## src/rtl/ram16x32_axil_ctrl.sv

```systemverilog
// AXI4-Lite slave owning the update port of a 16x32 dual-port lookup RAM.
// Writes become RAM write cycles, and reads become RAM read cycles. Partial-strobe
// writes go through a read-modify-write because the RAM has no byte enables.
// Ports:
//   axi_clk, axi_aresetn      clock, async active-low reset
//   s_axi_aw*/w*/b*           AXI4-Lite write channels
//   s_axi_ar*/r*              AXI4-Lite read channels
//   ram_wr_en/addr/wdata      RAM update-port command (registered)
//   ram_rdata                 RAM read data, valid one cycle after ram_addr with ram_wr_en=0
module ram16x32_axil_ctrl #(
    parameter int unsigned C_S_AXI_ADDR_WIDTH = 12,
    parameter int unsigned C_S_AXI_DATA_WIDTH = 32
) (
    input  logic                            axi_clk,
    input  logic                            axi_aresetn,
    input  logic [C_S_AXI_ADDR_WIDTH-1:0]   s_axi_awaddr,
    input  logic                            s_axi_awvalid,
    output logic                            s_axi_awready,
    input  logic [C_S_AXI_DATA_WIDTH-1:0]   s_axi_wdata,
    input  logic [C_S_AXI_DATA_WIDTH/8-1:0] s_axi_wstrb,
    input  logic                            s_axi_wvalid,
    output logic                            s_axi_wready,
    output logic [1:0]                      s_axi_bresp,
    output logic                            s_axi_bvalid,
    input  logic                            s_axi_bready,
    input  logic [C_S_AXI_ADDR_WIDTH-1:0]   s_axi_araddr,
    input  logic                            s_axi_arvalid,
    output logic                            s_axi_arready,
    output logic [C_S_AXI_DATA_WIDTH-1:0]   s_axi_rdata,
    output logic [1:0]                      s_axi_rresp,
    output logic                            s_axi_rvalid,
    input  logic                            s_axi_rready,
    output logic                            ram_wr_en,
    output logic [3:0]                      ram_addr,
    output logic [C_S_AXI_DATA_WIDTH-1:0]   ram_wdata,
    input  logic [C_S_AXI_DATA_WIDTH-1:0]   ram_rdata
);

    localparam int unsigned AW    = C_S_AXI_ADDR_WIDTH;
    localparam int unsigned DW    = C_S_AXI_DATA_WIDTH;
    localparam int unsigned SW    = DW / 8;
    localparam int unsigned IDX_W = 4;

    localparam logic [1:0] RESP_OKAY   = 2'b00;
    localparam logic [1:0] RESP_SLVERR = 2'b10;

    typedef enum logic [2:0] {
        IDLE,
        WR_RD,
        WR_WAIT,
        WR_WRITE,
        WR_RESP,
        RD_ISSUE,
        RD_WAIT,
        RD_RESP
    } state_e;

    state_e state_q, state_d;

    // A ready flag that is low means its one-entry buffer is occupied.
    logic             awready_q, awready_d;
    logic             wready_q, wready_d;
    logic             arready_q, arready_d;
    logic             aw_ok_q, aw_ok_d;
    logic [IDX_W-1:0] aw_idx_q, aw_idx_d;
    logic [DW-1:0]    w_data_q, w_data_d;
    logic [SW-1:0]    w_strb_q, w_strb_d;
    logic             ar_ok_q, ar_ok_d;
    logic [IDX_W-1:0] ar_idx_q, ar_idx_d;
    logic             last_wr_q, last_wr_d;

    logic [1:0]       bresp_q, bresp_d;
    logic             bvalid_q, bvalid_d;
    logic [1:0]       rresp_q, rresp_d;
    logic             rvalid_q, rvalid_d;
    logic [DW-1:0]    rdata_q, rdata_d;
    logic             ram_wr_en_q, ram_wr_en_d;
    logic [IDX_W-1:0] ram_addr_q, ram_addr_d;
    logic [DW-1:0]    ram_wdata_q, ram_wdata_d;

    logic             wr_pend_c;
    logic             rd_pend_c;
    logic             grant_wr_c;
    logic [DW-1:0]    merged_c;
    logic             unused_addr_lsbs;

    // Byte offset bits carry no information for a word-wide table.
    assign unused_addr_lsbs = ^{s_axi_awaddr[1:0], s_axi_araddr[1:0]};

    assign wr_pend_c  = !awready_q && !wready_q;
    assign rd_pend_c  = !arready_q;
    // Round-robin: on conflict, the channel not granted last time wins.
    assign grant_wr_c = wr_pend_c && (!rd_pend_c || !last_wr_q);

    // Bytewise merge of buffered write data over the old RAM word.
    always_comb begin
        merged_c = ram_rdata;
        for (int i = 0; i < int'(SW); i++) begin
            if (w_strb_q[i]) begin
                merged_c[i*8 +: 8] = w_data_q[i*8 +: 8];
            end
        end
    end

    // Channel capture, arbitration and transaction sequencing.
    always_comb begin
        state_d     = state_q;
        awready_d   = awready_q;
        wready_d    = wready_q;
        arready_d   = arready_q;
        aw_ok_d     = aw_ok_q;
        aw_idx_d    = aw_idx_q;
        w_data_d    = w_data_q;
        w_strb_d    = w_strb_q;
        ar_ok_d     = ar_ok_q;
        ar_idx_d    = ar_idx_q;
        last_wr_d   = last_wr_q;
        bresp_d     = bresp_q;
        bvalid_d    = bvalid_q;
        rresp_d     = rresp_q;
        rvalid_d    = rvalid_q;
        rdata_d     = rdata_q;
        ram_wr_en_d = 1'b0;
        ram_addr_d  = ram_addr_q;
        ram_wdata_d = ram_wdata_q;

        if (s_axi_awvalid && awready_q) begin
            awready_d = 1'b0;
            aw_ok_d   = ~|s_axi_awaddr[AW-1:6];
            aw_idx_d  = s_axi_awaddr[5:2];
        end
        if (s_axi_wvalid && wready_q) begin
            wready_d = 1'b0;
            w_data_d = s_axi_wdata;
            w_strb_d = s_axi_wstrb;
        end
        if (s_axi_arvalid && arready_q) begin
            arready_d = 1'b0;
            ar_ok_d   = ~|s_axi_araddr[AW-1:6];
            ar_idx_d  = s_axi_araddr[5:2];
        end

        unique case (state_q)
            IDLE: begin
                if (grant_wr_c) begin
                    last_wr_d = 1'b1;
                    if (!aw_ok_q) begin
                        bresp_d  = RESP_SLVERR;
                        bvalid_d = 1'b1;
                        state_d  = WR_RESP;
                    end else if (w_strb_q == '0) begin
                        bresp_d  = RESP_OKAY;
                        bvalid_d = 1'b1;
                        state_d  = WR_RESP;
                    end else if (&w_strb_q) begin
                        ram_wr_en_d = 1'b1;
                        ram_addr_d  = aw_idx_q;
                        ram_wdata_d = w_data_q;
                        state_d     = WR_WRITE;
                    end else begin
                        ram_addr_d = aw_idx_q;
                        state_d    = WR_RD;
                    end
                end else if (rd_pend_c) begin
                    last_wr_d = 1'b0;
                    if (!ar_ok_q) begin
                        rresp_d  = RESP_SLVERR;
                        rdata_d  = '0;
                        rvalid_d = 1'b1;
                        state_d  = RD_RESP;
                    end else begin
                        ram_addr_d = ar_idx_q;
                        state_d    = RD_ISSUE;
                    end
                end
            end
            WR_RD: begin
                state_d = WR_WAIT;
            end
            WR_WAIT: begin
                ram_wr_en_d = 1'b1;
                ram_wdata_d = merged_c;
                state_d     = WR_WRITE;
            end
            WR_WRITE: begin
                bresp_d  = RESP_OKAY;
                bvalid_d = 1'b1;
                state_d  = WR_RESP;
            end
            WR_RESP: begin
                if (s_axi_bready) begin
                    bvalid_d  = 1'b0;
                    awready_d = 1'b1;
                    wready_d  = 1'b1;
                    state_d   = IDLE;
                end
            end
            RD_ISSUE: begin
                state_d = RD_WAIT;
            end
            RD_WAIT: begin
                rdata_d  = ram_rdata;
                rresp_d  = RESP_OKAY;
                rvalid_d = 1'b1;
                state_d  = RD_RESP;
            end
            RD_RESP: begin
                if (s_axi_rready) begin
                    rvalid_d  = 1'b0;
                    arready_d = 1'b1;
                    state_d   = IDLE;
                end
            end
            default: begin
                state_d = IDLE;
            end
        endcase
    end

    // State and output registers.
    always_ff @(posedge axi_clk or negedge axi_aresetn) begin
        if (!axi_aresetn) begin
            state_q     <= IDLE;
            awready_q   <= 1'b1;
            wready_q    <= 1'b1;
            arready_q   <= 1'b1;
            aw_ok_q     <= 1'b0;
            aw_idx_q    <= '0;
            w_data_q    <= '0;
            w_strb_q    <= '0;
            ar_ok_q     <= 1'b0;
            ar_idx_q    <= '0;
            last_wr_q   <= 1'b0;
            bresp_q     <= RESP_OKAY;
            bvalid_q    <= 1'b0;
            rresp_q     <= RESP_OKAY;
            rvalid_q    <= 1'b0;
            rdata_q     <= '0;
            ram_wr_en_q <= 1'b0;
            ram_addr_q  <= '0;
            ram_wdata_q <= '0;
        end else begin
            state_q     <= state_d;
            awready_q   <= awready_d;
            wready_q    <= wready_d;
            arready_q   <= arready_d;
            aw_ok_q     <= aw_ok_d;
            aw_idx_q    <= aw_idx_d;
            w_data_q    <= w_data_d;
            w_strb_q    <= w_strb_d;
            ar_ok_q     <= ar_ok_d;
            ar_idx_q    <= ar_idx_d;
            last_wr_q   <= last_wr_d;
            bresp_q     <= bresp_d;
            bvalid_q    <= bvalid_d;
            rresp_q     <= rresp_d;
            rvalid_q    <= rvalid_d;
            rdata_q     <= rdata_d;
            ram_wr_en_q <= ram_wr_en_d;
            ram_addr_q  <= ram_addr_d;
            ram_wdata_q <= ram_wdata_d;
        end
    end

    assign s_axi_awready = awready_q;
    assign s_axi_wready  = wready_q;
    assign s_axi_arready = arready_q;
    assign s_axi_bresp   = bresp_q;
    assign s_axi_bvalid  = bvalid_q;
    assign s_axi_rresp   = rresp_q;
    assign s_axi_rvalid  = rvalid_q;
    assign s_axi_rdata   = rdata_q;
    assign ram_wr_en     = ram_wr_en_q;
    assign ram_addr      = ram_addr_q;
    assign ram_wdata     = ram_wdata_q;

endmodule

```

## config.mk

```make
export PLATFORM = sky130hd
export DESIGN_NAME = ram16x32_axil_ctrl
export DESIGN_NICKNAME = d
export VERILOG_FILES = /design/src/rtl/ram16x32_axil_ctrl.sv
export SDC_FILE = /design/constraint.sdc
export NUM_CORES = 1
export LEC_CHECK = 0
export CAP_MARGIN = 10
export CORE_MARGIN = 2
export CORE_UTILIZATION = 55
export CTS_CLUSTER_SIZE = 40
export DETAILED_ROUTE_END_ITERATION = 8
export DONT_BUFFER_PORTS = 1
export PLACE_DENSITY = 0.7
export SETUP_SLACK_MARGIN = 0.02
export SYNTH_ARGS = -nofsm -noshare
export SYNTH_HDL_FRONTEND = slang
export SYNTH_SLANG_ARGS = --single-unit
export TNS_END_PERCENT = 30
```

## constraint.sdc

```tcl
create_clock -name axi_clk -period 3.52 [get_ports axi_clk]
set_input_delay 0 -clock axi_clk [delete_from_list [all_inputs] [get_ports axi_clk]]
set_output_delay 0 -clock axi_clk [all_outputs]
set_load 0.02 [all_outputs]
```

==> results_tabular.tex <==
\begin{tabular}{lr}
\hline
Metric & Value \\
\hline
\multicolumn{2}{l}{\textbf{Route}} \\
\quad Number of design-rule violations left by the first detailed-router iteration & 261 \\
\quad Total via count after detailed routing & 3,871 \\
\quad Final wirelength & 14,030 µm \\
\quad Residual DRC count & 0 \\
\quad Detail Route Antenna Nets & 0 \\
\quad Detailed-routing iteration count for the pre-antenna-repair pass & 6 \\
\quad WL per Instance & 20.58 µm \\
\quad Number of vias per cell & 5.676 \\
\multicolumn{2}{l}{\textbf{Critical path}} \\
\quad CP max FO & 18 \\
\quad Critical-path cell list & inv\_1, ha\_1, and2b\_1, nand3\_2, o21ai\_4, buf\_12, mux2\_2 \\
\quad Critical path depth & 7 \\
\quad Endpoint arrival time on the critical path & 2910 ps \\
\quad End of the worst register-to-register path & ram\_wdata[4] \\
\quad Critical path startpoint category & flop \\
\quad Maximum single-stage delay on the critical path & 540 ps \\
\quad Critical Path End & ram\_wdata[4] \\
\quad Critical path's slowest cell & sky130\_fd\_sc\_hd\_\_o21ai\_4 \\
\quad WP buf/inv & 2 \\
\quad Endpoint type of the worst setup path & flop \\
\quad Origin of the critical flop-to-flop path & state\_q[0] \\
\quad Kind of critical path & reg2reg \\
\quad Slack of the worst reg-to-reg path & 1010 ps \\
\quad Crit path required time & 3920 ps \\
\quad Number of cells on the worst reg-to-reg path & 7 \\
\quad Beginning of the critical path & state\_q[0] \\
\quad Crit path max-delay family & compound AO/OA/AOI/OAI gates \\
\multicolumn{2}{l}{\textbf{Timing}} \\
\quad Setup repair after global routing missed its margin & false \\
\quad Relative slew slack & 0.3256 \\
\quad Total Negative Setup Slacks & 0 ps \\
\quad Final Cycle Share & 0.7131 \\
\quad Setup Skew & 12.59 ps \\
\quad Max-slew violation count & 0 \\
\quad Worst hold slack after final layout & 83.57 ps \\
\quad Crit path time final & 2510 ps \\
\quad Fmax & 398.4 MHz \\
\quad Measured slew at the worst slew-check pin & 1008 ps \\
\quad Setup slack of the critical path after layout & 1010 ps \\
\quad Endpoints failing hold & 0 \\
\quad Final count of negative-setup-slack endpoints & 0 \\
\multicolumn{2}{l}{\textbf{Power}} \\
\quad Worst vdd ir & 542.2 µV \\
\quad Post-layout power & 6.998 mW \\
\quad Power density over cell area & 975.5 nW/µm² \\
\quad Leakage Power & 3.134 nW \\
\multicolumn{2}{l}{\textbf{Final layout}} \\
\quad Fraction of layout cells with a size suffix above 1 & 0.1821 \\
\quad Antenna cells & 0 \\
\quad Area growth, synth to finish & 29.38\% \\
\quad Nets & 640 \\
\quad Layout Utilization & 0.7340 \\
\multicolumn{2}{l}{\textbf{Placed design}} \\
\quad Input/output buffers & 0 \\
\quad Worst setup slack before clock tree synthesis & 1015 ps \\
\quad HPWL after DPL & 8428 µm \\
\quad GPL Wtd Cong & 0.8628 \\
\multicolumn{2}{l}{\textbf{Synthesis}} \\
\quad Top cells by area, synth & sky130\_fd\_sc\_hd\_\_dfrtp\_1 (56\%), sky130\_fd\_sc\_hd\_\_mux2\_1 (14\%), sky130\_fd\_sc\_hd\_\_mux2\_2 (9.5\%), sky130\_fd\_sc\_hd\_\_nand2\_1 (5.1\%), sky130\_fd\_sc\_hd\_\_o21ai\_1 (3.0\%) \\
\quad Post-synthesis register bit count & 126 \\
\quad Part of the Yosys area used for sequential elements & 0.5693 \\
\quad Syn Area/Cell & 12.57 µm² \\
\quad Synthesized instance count & 441 \\
\quad Count of synthesis-stage warnings from yosys & 0 \\
\quad Library cells used by synthesis & 43 \\
\quad Most instantiated flip-flop cell in the synthesis netlist & sky130\_fd\_sc\_hd\_\_dfrtp\_1 \\
\quad Combined area of all synthesized cells & 5545 µm² \\
\quad Cell type with the highest aggregate area in the netlist & sky130\_fd\_sc\_hd\_\_dfrtp\_1 \\
\quad Number of synthesized flops with an enable pin & 0 \\
\quad Fraction of registers with async set or reset after synthesis & 1.000 \\
\quad Post-synth top area share & 0.5551 \\
\multicolumn{2}{l}{\textbf{CTS}} \\
\quad Setup Fix Bufs, Post-CTS & 0 \\
\quad Clock edge transition at the registers on the reported setup and hold paths & 60 ps \\
\quad Num CTS Buffers & 17 \\
\quad H-tree levels & 4 \\
\quad Clock tree root buffer cell & sky130\_fd\_sc\_hd\_\_clkbuf\_8 \\
\quad TritonCTS clock tree & built \\
\quad Sinks on Clock Net & 126 \\
\quad Deepest clock path buffer count & 2 \\
\quad Clock latency on the worst-skew pair & 520 ps \\
\multicolumn{2}{l}{\textbf{Global route}} \\
\quad Total overflow reported by the global router & 0 \\
\quad Pin count of the biggest net entering global routing & 127 \\
\quad Antenna violations before repair & 0 \\
\quad Vias in the first global route & 4,360 \\
\quad Total Routing Usage GR & 0.2689 \\
\quad First-pass GRT wire length & 22,740 µm \\
\multicolumn{2}{l}{\textbf{Flow run}} \\
\quad Reported max-cap violation count & 0 \\
\multicolumn{2}{l}{\textbf{Die}} \\
\quad Standard-cell row count & 36 \\
\quad Number of top-level design ports & 177 \\
\quad Core Footprint & 9774 µm² \\
\quad Vertical die dimension & 104.4 µm \\
\quad Area of the die & 10,900 µm² \\
\quad Effective utilization at floorplan & 0.5673 \\
\quad Width of the die & 104.4 µm \\
\multicolumn{2}{l}{\textbf{Outcome}} \\
\quad Outcome & finished clean \\
\multicolumn{2}{l}{\textbf{Worst hold path}} \\
\quad Hold WC Path Type & in2async \\
\hline
\end{tabular}
==> power breakdown <==
part	internal, mW	switching [mW]	total [mW]
sequential	2.16	1.04	3.20
clock	1.12	0.645	1.77
combinational	1.02	1.01	2.03
==> synthesized netlist by cell type (all sizes together) (2+ instances only) <==
| library cell | n |
|---|---|
| a2111oi | 2 |
| a21oi | 2 |
| buf | 14 |
| clkbuf | 6 |
| dfrtp | 123 |
| dfstp | 3 |
| ha | 5 |
| inv | 7 |
| mux2 | 118 |
| nand2 | 76 |
| nand2b | 3 |
| nand3 | 4 |
| nor2 | 12 |
| nor2b | 3 |
| o21ai | 43 |
| o41ai | 2 |
| or4 | 2 |
==> metal layers <==
metal	vias to the layer above	part of all wire	track usage
li1	1720	-	-
met1	1949	0.39	0.3093
met2	180	0.51	0.4556
met3	22	0.088	0.1078
met4	0	0.013	0.09170
met5	-	0	0
==> kinds of logic after synthesis <==
family          after synthesis  share of synthesized area
compound gates               58                    0.06702
fa+ha+maj                     5                    0.01128
buf+inv                      27                    0.02595
flops                       126                     0.5693
mux                         118                     0.2396
other cells                   1                  0.0006762
simple gates                106                    0.08619
==> worst min path at each step <==
stage,endpoint,depth (start not counted),slack (ps),start
3_3_place_gp,ram_wdata[29],0,-290,axi_aresetn
6_report,ram_wr_en,2,80,axi_aresetn
3_5_place_dp,ram_wdata[29],0,-290,axi_aresetn
4_1_cts,aw_ok_q,2,100,s_axi_awaddr[7]
5_1_grt,ar_ok_q,2,110,s_axi_araddr[7]
2_1_floorplan,ar_idx_q[0],0,-300,axi_aresetn
==> through the flow <==
step	std cells	cell area [µm²]
2_1_floorplan	442	5549
3_3_place_gp	560	5650
3_5_place_dp	560	5650
4_1_cts	682	7174
5_1_grt	682	7174
6_report	682	7174
==> flip-flops by register name (all words and copies together) (netlist names) <==
signal / flops
ram_wdata: 32
s_axi_rdata: 32
w_data_q: 32
ar_idx_q: 4
aw_idx_q: 4
ram_addr: 4
w_strb_q: 4
state_q: 3
ar_ok_q: 1
aw_ok_q: 1
last_wr_q: 1
ram_wr_en: 1
s_axi_arready: 1
s_axi_awready: 1
s_axi_bresp: 1
s_axi_bvalid: 1
s_axi_rresp: 1
s_axi_rvalid: 1
s_axi_wready: 1
==> cell usage in the layout, fill, tap and decap left out, types with 5 or more instances in the layout <==
cell type	n
sky130_fd_sc_hd__mux2_1	71
sky130_fd_sc_hd__o21ai_1	33
sky130_fd_sc_hd__inv_1	7
sky130_fd_sc_hd__o21ai_0	9
sky130_fd_sc_hd__nand2_1	75
sky130_fd_sc_hd__mux2_2	47
sky130_fd_sc_hd__clkbuf_16	16
sky130_fd_sc_hd__dfrtp_1	123
sky130_fd_sc_hd__nor2_1	7
sky130_fd_sc_hd__nor2_2	5
sky130_fd_sc_hd__ha_1	5
sky130_fd_sc_hd__dlygate4sd3_1	89
==> final cells by class <==
cell class | count | area [µm²]
inverter | 7 | 26.28
timing repair buffer | 95 | 968.4
tap | 133 | 166.4
multi-input combinational | 289 | 2251
clock buffer | 20 | 445.4
clock inverter | 12 | 160.2
sequential | 126 | 3157
fill | 642 | 2600
==> repair_timing <==
item                                   in CTS  in global routing
endpoints found under the hold margin     242                  0
hold buffers                               90                  0
gates resized for setup                     0                  0
No activity file was read; power rests on OpenSTA's default activity.
